--- config.mk ---
export PLATFORM = sky130hd
export DESIGN_NAME = fir_capture
export DESIGN_NICKNAME = d
export VERILOG_FILES = /design/src/rtl/fir_cap_pkg.sv /design/src/rtl/fir_cap_ram.sv /design/src/rtl/fir_capture.sv
export SDC_FILE = /design/constraint.sdc
export NUM_CORES = 1
export LEC_CHECK = 0
export CORE_ASPECT_RATIO = 0.9
export CORE_MARGIN = 10
export CORE_UTILIZATION = 56
export DETAILED_ROUTE_END_ITERATION = 6
export PLACE_DENSITY = 0.85
export SLEW_MARGIN = 20
export SYNTH_ARGS = -nofsm -noshare
export SYNTH_HDL_FRONTEND = slang
export SYNTH_SLANG_ARGS = --single-unit
--- constraint.sdc ---
create_clock -name clk -period 2.64 [get_ports clk]
set_input_delay 0.396 -clock clk [delete_from_list [all_inputs] [get_ports clk]]
set_output_delay 0.396 -clock clk [all_outputs]
set_load 0.1 [all_outputs]
--- src/rtl/fir_cap_pkg.sv ---
// Shared types and defaults for the FIR output capture block.
// FIR_CAP_TRIG_EN (used by fir_capture) selects the level trigger; the default build has no trigger.
package fir_cap_pkg;

  localparam int FIR_CAP_DW    = 11;
  localparam int FIR_CAP_DEPTH = 64;

  typedef enum logic [1:0] {
    CAP_IDLE    = 2'd0,
    CAP_ARMED   = 2'd1,
    CAP_CAPTURE = 2'd2,
    CAP_DONE    = 2'd3
  } cap_state_e;

  localparam logic [1:0] ST_IDLE    = 2'd0;
  localparam logic [1:0] ST_ARMED   = 2'd1;
  localparam logic [1:0] ST_CAPTURE = 2'd2;
  localparam logic [1:0] ST_DONE    = 2'd3;

endpackage

--- src/rtl/fir_cap_ram.sv ---
// DEPTH x DW capture buffer: one write port and one synchronous read port.
// The read register only loads when re_i is high, so it holds between reads.
module fir_cap_ram
  import fir_cap_pkg::*;
#(
  parameter int DW    = FIR_CAP_DW,
  parameter int DEPTH = FIR_CAP_DEPTH,
  parameter int AW    = $clog2(DEPTH)
) (
  input  logic          clk,
  input  logic          we_i,
  input  logic [AW-1:0] waddr_i,
  input  logic [DW-1:0] wdata_i,
  input  logic          re_i,
  input  logic [AW-1:0] raddr_i,
  output logic [DW-1:0] rdata_o
);

  logic [DW-1:0] mem_q [DEPTH];
  logic [DW-1:0] rdata_q;

  always_ff @(posedge clk) begin
    if (we_i) mem_q[waddr_i] <= wdata_i;
    if (re_i) rdata_q <= mem_q[raddr_i];
  end

  assign rdata_o = rdata_q;

endmodule

--- src/rtl/fir_capture.sv ---
// Captures a burst of FIR filter output samples into a buffer for later readout.
// Define FIR_CAP_TRIG_EN to add trig_level and start on in_data >= trig_level (signed).
module fir_capture
  import fir_cap_pkg::*;
#(
  parameter  int DW    = FIR_CAP_DW,
  parameter  int DEPTH = FIR_CAP_DEPTH,
  localparam int AW    = $clog2(DEPTH)
) (
  input  logic          clk,
  input  logic          rst,
  input  logic          in_valid,
  input  logic [DW-1:0] in_data,
  input  logic          arm,
  input  logic          abort,
`ifdef FIR_CAP_TRIG_EN
  input  logic [DW-1:0] trig_level,
`endif
  input  logic          rd_en,
  input  logic [AW-1:0] rd_addr,
  output logic [DW-1:0] rd_data,
  output logic          rd_valid,
  output logic [1:0]    state,
  output logic [AW:0]   count,
  output logic          done
);

  localparam logic [AW:0] CNT_FULL = (AW+1)'(DEPTH);

  logic [1:0]    state_q, state_d;
  logic [AW:0]   count_q, count_d;
  logic          rd_valid_q;
  logic          rd_zero_q;
  logic          trig_hit;
  logic          rd_accept;
  logic          wr_en;
  logic [AW-1:0] wr_addr;
  logic [DW-1:0] ram_rdata;

`ifdef FIR_CAP_TRIG_EN
  assign trig_hit = $signed(in_data) >= $signed(trig_level);
`else
  assign trig_hit = 1'b1;
`endif

  // Reads are only served while the buffer is stable (no capture in flight).
  assign rd_accept = rd_en && (state_q == ST_IDLE || state_q == ST_DONE);

  // abort and arm both win over a same-cycle sample.
  assign wr_en   = in_valid && !abort && !arm &&
                   ((state_q == ST_ARMED && trig_hit) || state_q == ST_CAPTURE);
  assign wr_addr = (state_q == ST_ARMED) ? '0 : count_q[AW-1:0];

  always_comb begin
    state_d = state_q;
    count_d = count_q;
    if (abort) begin
      state_d = ST_IDLE;
    end else if (arm) begin
      state_d = ST_ARMED;
      count_d = '0;
    end else if (wr_en) begin
      count_d = (state_q == ST_ARMED) ? (AW+1)'(1) : count_q + 1'b1;
      state_d = (count_d == CNT_FULL) ? ST_DONE : ST_CAPTURE;
    end
  end

  always_ff @(posedge clk or posedge rst) begin
    if (rst) begin
      state_q    <= ST_IDLE;
      count_q    <= '0;
      rd_valid_q <= 1'b0;
      rd_zero_q  <= 1'b1;
    end else begin
      state_q    <= state_d;
      count_q    <= count_d;
      rd_valid_q <= rd_accept;
      if (rd_accept) rd_zero_q <= !({1'b0, rd_addr} < count_q);
    end
  end

  fir_cap_ram #(
    .DW    (DW),
    .DEPTH (DEPTH),
    .AW    (AW)
  ) u_ram (
    .clk     (clk),
    .we_i    (wr_en),
    .waddr_i (wr_addr),
    .wdata_i (in_data),
    .re_i    (rd_accept),
    .raddr_i (rd_addr),
    .rdata_o (ram_rdata)
  );

  // Out-of-range reads and the post-reset value both present zero.
  assign rd_data  = rd_zero_q ? '0 : ram_rdata;
  assign rd_valid = rd_valid_q;
  assign state    = state_q;
  assign count    = count_q;
  assign done     = (state_q == ST_DONE);

endmodule

==> impl_metrics.csv, run 1 <==
group,metric,value,unit
critical_path,critPathKind,"register to register",
global_routing,grt_antenna_before_repair,2,
clocking,cts_sinks,726,
finish,nNetsFinal,1546,
place,postPlaceCellArea,31300,sq um
timing,finalSetupViolCount,0,
place,gp_congestion,1.01,
global_routing,grt_use_total,0.244,
critical_path,cp-end-kind,"register",
clocking,cts_hold_buf,0,
timing,tightest_slew,0.828,ns
clocking,cts_buffer_depth,3,
route,firstDrtPassIters,6,
clocking,cts_tree,"yes",
timing,layout_worst_path_cycle_share,0.974,
die,start_util,0.563,
critical_path,worst_setup_path_start_kind,"register",
timing,max_freq,0.389,GHz
pwr,power.density,725,nW/um^2
die,fp.coreArea,50300,sq um
die,pin_count,45,
timing,clock_skew,0.0307,ns
worst_hold_path,hold_class,"primary input to async pin",
finish,area_delta_synth_final,18.6,%
timing,finalHoldViolations,0,
place,dp_hpwl,44700,microns
clocking,htree_num_levels,3,
route,vias,15251,
synthesis,synth_cell_types,45,
clocking,ctsResizeCount,0,
synthesis,yosysSeqAreaShare,0.768,
clocking,cts_post_setup_buffers_inserted,0,
die,chipHeight,233,microns
pwr,vdd_drop_max,0.548,mV
finish,layout-drive-gt1-share,0.341,
route,vias_per_cell,6.78,
critical_path,critPathMaxFanout,11,
timing,rsz0062_at_grt,"no",
synthesis,synthArstFlopShare,0.0152,
synthesis,synth_area,28300,sq um
route,drtIter0Drc,2492,
route,drc,0,
global_routing,first_global_vias,15086,
synthesis,synth_edf_count,715,
synthesis,yosysWarnings,0,
run,drv_cap,0,
place,port_buffers,44,
finish,diodes,0,
timing,finalCriticalPeriod,2.57,ns
route,route.antenna.remaining_nets,0,
pwr,total_power,24.4,mW
critical_path,required,2.90,ns
synthesis,syn-num-nets,1363,
route,wirelength,71900,microns
die,die_x,257,microns
synthesis,synth-main-ff-cell,"edfxtp_1",
global_routing,grt_max_degree,65,
finish,final_area,33600,sq um
route,wl_per_cell,32.0,microns
pwr,p_leak,10.7,nW
timing,drv_slew,0,
global_routing,grt_pass1_wl,107000,microns
clocking,cts_root_buf,"clkbuf_16",
clocking,clkTransAtPathRegs,0.06,ns
status,status,"complete, no violations",
critical_path,cp.arrival,2.84,ns
clocking,numCtsBuffers,70,
synthesis,synth_cells,1332,
die,dieArea,60000,sq um
synthesis,syn_area_per_cell,21.3,sq um
global_routing,grt-ovfl-total,0,
die,num_rows,78,
synthesis,ys_seq_elements,726,
timing,slew_headroom,0.448,
critical_path,reg2reg_setup_slack,0.07,ns
clocking,clk_latency,0.62,ns
-- report_power, final --
group / total [mW] / switching (mW) / internal [mW] / leakage [nW]
combinational: 1.59 / 1.05 / 0.544 / 3.02
sequential: 12.8 / 0.0573 / 12.7 / 6.57
clock: 10.0 / 4.21 / 5.80 / 1.12
total: 24.4 / 5.32 / 19.0 / 10.7
-- area by class of cell --
class | instances | area, sq um
Inverter | 8 | 30.0
Clock buffer | 86 | 1900
Clock inverter | 40 | 379
Timing Repair Buffer | 179 | 2100
Tap cell | 680 | 851
Fill cell | 2894 | 16700
Multi-Input combinational cell | 530 | 6570
Sequential cell | 726 | 21800
-- worst max-delay path: stages, from the launching register on --
cell and delay, ns:
dfrtp_4 0.51, inv_2 0.10, ha_4 0.20, nand2b_4 0.15, nor3_4 0.24, nand2b_4 0.09
or4_1 0.43, buf_4 0.23, nor2_4 0.29
-- cells in the final DEF, fill, tap and decap left out, types with 6 or more instances in the layout --
| cell | instances |
|---|---|
| a211oi_1 | 11 |
| a21oi_1 | 8 |
| a22o_1 | 9 |
| a22oi_1 | 19 |
| a31oi_1 | 14 |
| buf_12 | 60 |
| buf_2 | 11 |
| buf_4 | 98 |
| bufinv_16 | 7 |
| clkbuf_1 | 11 |
| clkbuf_16 | 73 |
| clkdlybuf4s50_1 | 8 |
| clkinv_1 | 17 |
| clkinv_2 | 11 |
| edfxtp_1 | 715 |
| ha_1 | 7 |
| inv_1 | 6 |
| mux2_2 | 18 |
| mux2i_1 | 32 |
| mux4_2 | 167 |
| nand2_1 | 23 |
| nand2b_1 | 6 |
| nand3_1 | 20 |
| nor2_1 | 26 |
| nor2_2 | 15 |
| nor2_4 | 43 |
| nor2b_1 | 23 |
| o21ai_0 | 13 |
| o221ai_1 | 13 |
| o22ai_1 | 17 |
-- cell usage after synthesis, drive strengths merged (2+ instances only) --
| cell type | n | area share |
|---|---|---|
| a211oi | 11 | 0.0029 |
| a31o | 2 | 0.00062 |
| nand2b | 8 | 0.0018 |
| a22oi | 19 | 0.0050 |
| a311oi | 5 | 0.0015 |
| dfrtp | 10 | 0.0088 |
| nand2 | 25 | 0.0033 |
| o221ai | 13 | 0.0040 |
| nor3 | 5 | 0.00088 |
| a21oi | 8 | 0.0014 |
| inv | 7 | 0.00093 |
| nor2b | 23 | 0.0051 |
| o22ai | 17 | 0.0038 |
| mux4 | 168 | 0.13 |
| nand3 | 23 | 0.0041 |
| buf | 47 | 0.013 |
| nor4 | 5 | 0.0011 |
| or2 | 2 | 0.00044 |
| mux2i | 32 | 0.011 |
| o21ai | 14 | 0.0025 |
| a22o | 9 | 0.0028 |
| clkbuf | 21 | 0.0028 |
| edfxtp | 715 | 0.76 |
| nand4 | 3 | 0.00066 |
| nor2 | 84 | 0.011 |
| a31oi | 14 | 0.0031 |
| a21o | 5 | 0.0013 |
| mux2 | 18 | 0.0072 |
| ha | 8 | 0.0035 |
| and2 | 2 | 0.00044 |
-- cells by family (layout without fill, tap and decap cells) --
family | count (synthesis) | count (layout) | share of synthesized area
compound gates | 119 | 119 | 0.0296
flops | 726 | 726 | 0.768
simple gates | 184 | 184 | 0.0300
xor+xnor | 1 | 1 | 0.000309
buf+inv | 76 | 313 | 0.0165
fa+ha+maj | 8 | 8 | 0.00353
mux | 218 | 218 | 0.152
-- registers in the layout (all words and copies together), names as in the netlist --
signal / count
count: 7
rd_valid: 1
rd_zero_q: 1
state: 2
u_ram.mem_q: 704
u_ram.rdata_o: 11
-- worst paths after layout --
path,startpoint,cells after the start,end
worst max-delay path,state[1],8,u_ram.mem_q[52][1]
worst min-delay path,rst,2,count[5]
worst max register to register,state[1],8,u_ram.mem_q[52][1]
worst min register to register,count[4],1,count[4]
max in group asynchronous,rst,2,state[1]
min in group clk,in_data[7],1,u_ram.mem_q[26][7]
-- layer usage --
layer  up-vias  share of wire  track usage
met5         -        0.00031            0
met2      1236           0.46        0.373
met4         4          0.034       0.0774
met3       188           0.13       0.0651
met1      7865           0.37        0.341
li1       5958              -            -
-- through the flow --
step,TNS [ns],util,cells,setup slack (ns),hold slack [ns]
6_report,0,0.668,2249,0.0680,0.268
5_1_grt,0,0.668,2249,0.0111,0.277
4_1_cts,0,0.668,2249,0.0961,0.239
3_5_place_dp,-1.06,0.623,2123,-0.0372,0.590
3_3_place_gp,-1.11,0.623,2123,-0.0458,0.587
2_1_floorplan,0,-,1332,0.0363,0.247
Power figures use the tool's default switching activity.
==> run 2, diff against run 1 <==
--- a/config.mk
+++ b/config.mk
@@ -9,6 +9,7 @@
 export CORE_MARGIN = 10
 export CORE_UTILIZATION = 56
 export DETAILED_ROUTE_END_ITERATION = 6
+export GPL_TIMING_DRIVEN = 1
 export PLACE_DENSITY = 0.85
 export SLEW_MARGIN = 20
 export SYNTH_ARGS = -nofsm -noshare
==> results of run 2 <==
Final layout, timing and power as in run 1 (identical DEF).
==> run 3, diff against run 2 <==
--- a/config.mk
+++ b/config.mk
@@ -7,10 +7,10 @@
 export LEC_CHECK = 0
 export CORE_ASPECT_RATIO = 0.9
 export CORE_MARGIN = 10
-export CORE_UTILIZATION = 56
+export CORE_UTILIZATION = 35
 export DETAILED_ROUTE_END_ITERATION = 6
 export GPL_TIMING_DRIVEN = 1
-export PLACE_DENSITY = 0.85
+export PLACE_DENSITY = 0.61
 export SLEW_MARGIN = 20
 export SYNTH_ARGS = -nofsm -noshare
 export SYNTH_HDL_FRONTEND = slang
==> run 3 against run 2 <==
Effect of this change: clock power is 7% higher; sequential share of layout area is 2.3 points lower; die area is 55% higher; final cell count is 19% higher; critical path depth is 1 higher; largest cell class unchanged; design area is 3.8% higher.
==> impl_metrics.csv, run 3 (synthesized netlist as in run 1, its figures left out) <==
group,metric,value,unit
die,chipHeight,290,microns
route,vias,14429,
critical_path,critPathKind,"register to register",
clocking,cts_tree,"yes",
timing,tightest_slew,0.855,ns
clocking,cts_buffer_depth,3,
pwr,p_int,19.7,mW
finish,mostFrequentLayoutCell,"edfxtp_1",
clocking,ctsResizeCount,0,
timing,drv_slew,0,
pwr,switchingPower,5.46,mW
status,status,"complete, no violations",
finish,layout-drive-gt1-share,0.369,
critical_path,critPathTopFamily,"simple AND/OR/NAND/NOR gates",
die,die_x,320,microns
critical_path,required,2.94,ns
global_routing,grt_antenna_before_repair,1,
timing,slew_headroom,0.429,
critical_path,path_buf_inv,3,
die,pin_count,45,
critical_path,crit_slowest_cell,"dfrtp_4",
clocking,clk_latency,0.61,ns
place,gp_congestion,0.822,
die,num_rows,98,
clocking,htree_num_levels,3,
die,fp.coreArea,79800,sq um
die,start_util,0.355,
pwr,pwr-share-comb,0.064,
timing,clock_skew,0.0269,ns
route,drc,0,
finish,layout_common_cells,"715 x edfxtp_1, 167 x mux4_2, 137 x buf_4",
route,firstDrtPassIters,6,
route,route.antenna.remaining_nets,0,
timing,setup_tns,0,ns
timing,rsz0062_at_grt,"no",
timing,finalHoldViolations,0,
worst_hold_path,hold_class,"primary input to async pin",
pwr,pwr-share-seq,0.508,
global_routing,grt-ovfl-total,0,
critical_path,critPathMaxFanout,11,
critical_path,cp.arrival,2.83,ns
finish,diodes,0,
place,dp_hpwl,46900,microns
route,wl_per_cell,26.7,microns
die,dieArea,92700,sq um
timing,finalCriticalPeriod,2.53,ns
place,port_buffers,44,
timing,layout_worst_path_cycle_share,0.958,
timing,max_freq,0.396,GHz
critical_path,crit_path_frequent_cell,"nand2b_4",
critical_path,slowest_delay,0.49,ns
clocking,cts_sinks,726,
finish,fin_util,0.437,
timing,finalSetupViolCount,0,
global_routing,grt_pass1_wl,105000,microns
run,drv_cap,0,
critical_path,cp-startpoint,"state[1]",
finish,regMostFlops,"u_ram.mem_q",
clocking,cts_root_buf,"clkbuf_16",
clocking,clkTransAtPathRegs,0.06,ns
global_routing,grt_use_total,0.152,
critical_path,path_cells,"inv_2 -> ha_4 -> nand2b_4 -> nor3_4 -> nand2b_4 -> or4_1 -> buf_4 -> nor2_4 -> buf_12",
pwr,clkPwrFrac,0.428,
clocking,numCtsBuffers,75,
pwr,p_leak,11.1,nW
critical_path,cp-end-kind,"register",
route,drtIter0Drc,1667,
global_routing,grt_max_degree,65,
finish,largest_register_ff_count,704,
global_routing,first_global_vias,14903,
route,wirelength,71800,microns
finish,nNetsFinal,1605,
critical_path,worst_setup_path_start_kind,"register",
route,vias_per_cell,5.38,
pwr,power.density,721,nW/um^2
pwr,vdd_drop_max,0.462,mV
pwr,switching_share,0.217,
finish,area_delta_synth_final,23.0,%
critical_path,r2r_start,"state[1]",
critical_path,reg2reg_setup_slack,0.11,ns
run 3: power by group through the flow:
stage	clock (mW)	combinational, mW	sequential (mW)
after floorplan	0	0.843	13.0
after global placement	0	1.60	13.0
after detailed placement	0	1.62	13.0
after CTS	10.9	1.63	12.8
after global routing	11.4	1.70	12.8
final	10.7	1.61	12.8
run 3: worst reg2reg max path, delay by kind of cell (launching register included):
| family | cells | cell delay [ns] |
|---|---|---|
| buffers and inverters | 3 | 0.47 |
| flip-flops | 1 | 0.49 |
| adder cells (fa/ha/maj) | 1 | 0.20 |
| AND/OR/NAND/NOR | 5 | 1.06 |
run 3: per-layer routing:
metal,track usage,up-vias,routed length [microns]
met4,0.0358,0,1300
met3,0.0357,94,6010
li1,-,6081,-
met5,0,-,0
met2,0.225,572,32200
met1,0.225,7682,32200
run 3: timing repair:
action | CTS | global route
endpoints found under the setup margin | 0 | 8
hold buffers | 0 | 0
setup buffers | 0 | 1
run 3: stage by stage:
stage | total power, mW | cell area (sq um) | std cells | hold slack (ns) | worst slack, ns
final | 25.1 | 34800 | 2683 | 0.281 | 0.112
after global routing | 25.8 | 34800 | 2683 | 0.284 | 0.0114
after CTS | 25.3 | 34800 | 2682 | 0.262 | 0.0959
after detailed placement | 14.6 | 32300 | 2546 | 0.574 | 0.0231
after global placement | 14.6 | 32300 | 2546 | 0.576 | 0.0276
after floorplan | 13.9 | 28800 | 1332 | 0.247 | 0.0363
run 3: cell type report:
cell class / instances / area, sq um
clock buffer: 97 / 2040
tap: 1050 / 1310
clock inverter: 39 / 443
inverter: 8 / 30.0
multi-input combinational: 530 / 6570
fill: 6776 / 45000
sequential: 726 / 21800
timing repair buffer: 233 / 2690
run 3: final timing paths:
kind | to | cells after the start
worst max-delay path | u_ram.mem_q[36][9] | 9
worst min-delay path | count[1] | 2
worst max register to register | u_ram.mem_q[36][9] | 9
worst min register to register | count[4] | 1
max in group asynchronous | state[1] | 2
min in group clk | u_ram.mem_q[13][10] | 2
==> RTL change 1 (flow settings as in run 2) <==
Set the package constant `FIR_CAP_DW` to 22 (it was 11).
--- a/src/rtl/fir_cap_pkg.sv
+++ b/src/rtl/fir_cap_pkg.sv
@@ -2,7 +2,7 @@
 // FIR_CAP_TRIG_EN (used by fir_capture) selects the level trigger; the default build has no trigger.
 package fir_cap_pkg;
 
-  localparam int FIR_CAP_DW    = 11;
+  localparam int FIR_CAP_DW    = 22;
   localparam int FIR_CAP_DEPTH = 64;
 
   typedef enum logic [1:0] {
Ports: changed (resized in_data and rd_data); port bits go from 45 to 67. The function was not compared with the original's and may differ.
==> RTL change 1 against run 2 <==
- the run now ends with setup timing left
- sequential power grew 98%
- highest routed layer unchanged
- sequential cell count grew 715
- critical path depth is the same
- largest cell class unchanged
- fmax shrank 3.9%
- setup slack lost 0.11 ns
- critical path type unchanged
- wire length grew 120%
- final area grew 94%
- sequential share of layout area grew 1.4 points
- synthesized area grew 96%
- total power grew 93%
==> RTL change 1: results (changes against run 2) <==
* Setup TNS at -1.115 ns (-1.115 ns)
* Ys async rst share at 0.7634% (-0.75 points)
* First-pass GRT wire length at 220.0 mm (+110%)
* Final WS setup at -0.03739 ns (-0.1054 ns)
* HP Class: input pin to flip-flop
* Failing checks: setup timing
* Footprint of the multi-input gates at 11860 sq um (+81%)
* P_comb at 3010 uW (+89%)
* Core Util, Final at 66.52% (-0.30 points)
* Setup violations, final at 87 (+87)
* Non-clock buffers at 389 (+120%)
* Routability cong. at 0.8777 (-13%)
* CP Launch Point: state[0]
* GRT Resource Usage Total at 27.63% (+3.2 points)
* Netlist Area Pre-Place at 55460 sq um (+96%)
* Multi-Input Combinational at 946 (+78%)
* Hold Slack at 0.1399 ns (-0.1284 ns)
* Fillers at 5619 (+94%)
* Via count at 30290 (+99%)
* GR Util met3 at 7.828% (+1.3 points)
* Signal buf overhead at 6.766% (+0.51 points)
* Status: finished, violations left
* # port buffers at 66 (+50%)
* Slew margin rel. at 21.11% (-24 points)
* Layout cell share with drive strength beyond 1 at 32.68% (-1.4 points)
* Initial antenna violation count at 9 (+7)
* Post-Syn Instances at 2532 (+90%)
* Cell variety after synth at 46 (+2.2%)
RTL change 1: cell types whose count changed in the layout (fill, tap and decap cells not counted), moves of 20 or more:
cell and change:
edfxtp_1 +715, mux4_2 +146, buf_4 +140, mux2i_1 +93, clkbuf_16 +68, buf_12 +45, o22ai_1 +28, clkinv_1 +22
nand2_1 +22, a22oi_1 +20, nor2b_1 +20
RTL change 1: cells by family after synthesis:
kind of cell             after synthesis  synth area share, %
flip-flops                          1441                77.93
multiplexers                         467                15.56
AO/OA/AOI/OAI                        241                2.976
AND/OR/NAND/NOR                      228                1.909
buffers and inverters                145                1.417
adder cells (fa/ha/maj)                8               0.1805
XOR/XNOR                               2              0.03159
RTL change 1: what timing repair did:
action | in CTS | in global routing
gates cloned | 6 | 4
pin swaps | 6 | 3
setup buffers | 6 | 0
gates resized for setup | 19 | 11
endpoints found under the setup margin | 593 | 1020
hold endpoints to repair | 0 | 0
==> RTL change 2 (settings of run 2) <==
Made on the original files. Register the inputs `in_valid`, `arm`, `abort`, `rd_en` and `rd_addr` before use, with the module's reset. The logic sees them one clock later. The other inputs are not delayed to match. Comments in the files are not updated.
--- a/src/rtl/fir_capture.sv
+++ b/src/rtl/fir_capture.sv
@@ -27,6 +27,28 @@
 
   localparam logic [AW:0] CNT_FULL = (AW+1)'(DEPTH);
 
+  logic in_valid_q;
+  logic arm_q;
+  logic abort_q;
+  logic rd_en_q;
+  logic [AW-1:0] rd_addr_q;
+
+  always_ff @(posedge clk or posedge rst) begin
+    if (rst) begin
+      in_valid_q <= '0;
+      arm_q      <= '0;
+      abort_q    <= '0;
+      rd_en_q    <= '0;
+      rd_addr_q  <= '0;
+    end else begin
+      in_valid_q <= in_valid;
+      arm_q      <= arm;
+      abort_q    <= abort;
+      rd_en_q    <= rd_en;
+      rd_addr_q  <= rd_addr;
+    end
+  end
+
   logic [1:0]    state_q, state_d;
   logic [AW:0]   count_q, count_d;
   logic          rd_valid_q;
@@ -44,19 +66,19 @@
 `endif
 
   // Reads are only served while the buffer is stable (no capture in flight).
-  assign rd_accept = rd_en && (state_q == ST_IDLE || state_q == ST_DONE);
+  assign rd_accept = rd_en_q && (state_q == ST_IDLE || state_q == ST_DONE);
 
   // abort and arm both win over a same-cycle sample.
-  assign wr_en   = in_valid && !abort && !arm &&
+  assign wr_en   = in_valid_q && !abort_q && !arm_q &&
                    ((state_q == ST_ARMED && trig_hit) || state_q == ST_CAPTURE);
   assign wr_addr = (state_q == ST_ARMED) ? '0 : count_q[AW-1:0];
 
   always_comb begin
     state_d = state_q;
     count_d = count_q;
-    if (abort) begin
+    if (abort_q) begin
       state_d = ST_IDLE;
-    end else if (arm) begin
+    end else if (arm_q) begin
       state_d = ST_ARMED;
       count_d = '0;
     end else if (wr_en) begin
@@ -75,7 +97,7 @@
       state_q    <= state_d;
       count_q    <= count_d;
       rd_valid_q <= rd_accept;
-      if (rd_accept) rd_zero_q <= !({1'b0, rd_addr} < count_q);
+      if (rd_accept) rd_zero_q <= !({1'b0, rd_addr_q} < count_q);
     end
   end
 
@@ -89,7 +111,7 @@
     .waddr_i (wr_addr),
     .wdata_i (in_data),
     .re_i    (rd_accept),
-    .raddr_i (rd_addr),
+    .raddr_i (rd_addr_q),
     .rdata_o (ram_rdata)
   );
 
Check against the original RTL: not equivalent (Yosys sat finds a counterexample within 4 cycles, from zero or initial values and one cycle with rst high).
==> RTL change 2 against run 2 <==
- the run now ends with setup timing left
- total power is 0.16% lower
- via count up 3.0%
- die area is 0.73% higher
- synthesized cell count grew 1.1%
- sequential cell count increased by 10
- wire length rose by 5.1%
- synthesized area rose by 0.79%
- setup slack worse by 0.088 ns
- combinational power down 9%
- non-clock buffer count grew 11
- final area about the same
- largest cell class unchanged
==> RTL change 2: results (changes against run 2) <==
* Status: finished, violations left
* Failing checks: setup timing
* Met2 GRT Util at 37.16% (-0.13 points)
* Clock buffer depth at 3 (unchanged)
* Fillers at 2937 (+1.5%)
* Max VDD drop at 0.0005274 V (-3.7%)
* DR vias/cell at 6.889 (+1.6%)
* Crit-path max cell delay at 0.54 ns (+0.03 ns)
* HP Class: input pin to flip-flop
* Post-Synth XOR/XNOR Area at 0.09205% (+0.061 points)
* Dpl cell area at 30760 sq um (-1.8%)
* Top post-synthesis cells by count: 715 x edfxtp_1, 171 x mux4_2, 81 x nor2_1
* GR Util met3 at 6.910% (+0.40 points)
* CTS Buf Count at 71 (+1.4%)
* Hpwl dp at 42.65 mm (-4.5%)
* Compound-gate portion of the synthesized area at 2.700% (-0.26 points)
* Cells taking the most area after synthesis: edfxtp_1 75%, mux4_2 13%, dfrtp_1 1.8%, mux2i_1 1.5%, nor2_1 1.1%
* Top Metal Used: met5
* Clk_lat worst skew at 0.62 ns (about the same)
* DRT iter0 DRCs at 3037 (+22%)
* Post-Route Skew at 0.03268 ns (+0.001951 ns)
* Layout cell share with drive strength beyond 1 at 31.69% (-2.4 points)
* Worst-path clk slew at 0.06 ns (about the same)
* CP max-delay cell: mux4_2
* Vias in the first global route at 15170 (+0.54%)
* Via count at 15710 (+3.0%)
* Final WS setup at -0.02046 ns (-0.08844 ns)
* Placement Setup Slack at 0.04218 ns (+0.07937 ns)
* Core Util, Final at 66.58% (-0.23 points)
* First-pass GRT wire length at 105.3 mm (-1.4%)
* Post-CTS Setup Bufs at 3 (+3)
* GRT Resource Usage Total at 23.99% (-0.40 points)
* Post-Synth Adder-Cell Area at 0.3507% (-0.0028 points)
* Cell variety after synth at 43 (-4.4%)
* Met3 routed WL at 10.09 mm (+6.1%)
* Critical path arrival at 3.02 ns (+0.18 ns)
* Largest register FFs at 704 (unchanged)
* Total length of routed met2 wires at 35.65 mm (+7.4%)
* Pleak at 0.01081 uW (+0.99%)
* Post-Route M1 WL at 26.57 mm (-0.57%)
* Wirelength, routed at 75.62 mm (+5.1%)
* Net Count, Synth at 1377 (+1.0%)
* Placed Instances at 2121 (-0.094%)
* Setup violations, final at 1 (+1)
* Ys async rst share at 2.853% (+1.3 points)
* Worst-margin pin slew at 0.9124 ns (+0.08430 ns)
* Met1 Use GR at 32.80% (-1.3 points)
* Power per cell area at 723.9 nW/um^2 (-0.20%)
* Clock power share at 40.9% (-0.2 points)
* Switch share at 22.04% (+0.21 points)
* Layout Nets at 1576 (+1.9%)
* Routability cong. at 0.9056 (-11%)
* Sequential-to-total area share from yosys stat at 77.06% (+0.27 points)
* Setup TNS at -0.02046 ns (-0.02046 ns)
* Proportion of synthesized area in mux cells at 15.11% (-0.11 points)
* Top reg by flops: u_ram.mem_q
* Syn avg cell area at 21.21 sq um (-0.26%)
* CP delay by family, top: compound AO/OA/AOI/OAI gates
* Top fanout value on the critical path at 23 (+12)
==> RTL change 2: final timing paths <==
check | startpoint | slack [ns] | depth (start not counted) | endpoint
min reg2reg | count[5] | 0.60 | 2 | count[5]
max in group asynchronous | rst | 1.85 | 2 | state[0]
min | rd_addr[2] | 0.22 | 1 | rd_addr_q[2]
max | rd_addr_q[0] | -0.02 | 5 | u_ram.rdata_o[3]
max reg2reg | rd_addr_q[0] | -0.02 | 5 | u_ram.rdata_o[3]
min in group asynchronous | rst | 0.23 | 2 | rd_addr_q[2]
==> RTL change 2: logic make-up after synthesis <==
| group | count (synthesis) |
|---|---|
| simple gates | 197 |
| flops | 736 |
| mux | 217 |
| fa+ha+maj | 8 |
| xor+xnor | 3 |
| buf+inv | 73 |
| compound gates | 112 |
==> RTL change 2: area by class of cell <==
class / count / share of cell area (%)
clock inverter: 39 / 1.002
inverter: 9 / 0.1006
clock buffer: 89 / 5.642
tap: 680 / 2.532
timing repair buffer: 190 / 6.067
multi-input combinational: 537 / 19.11
sequential: 736 / 65.54
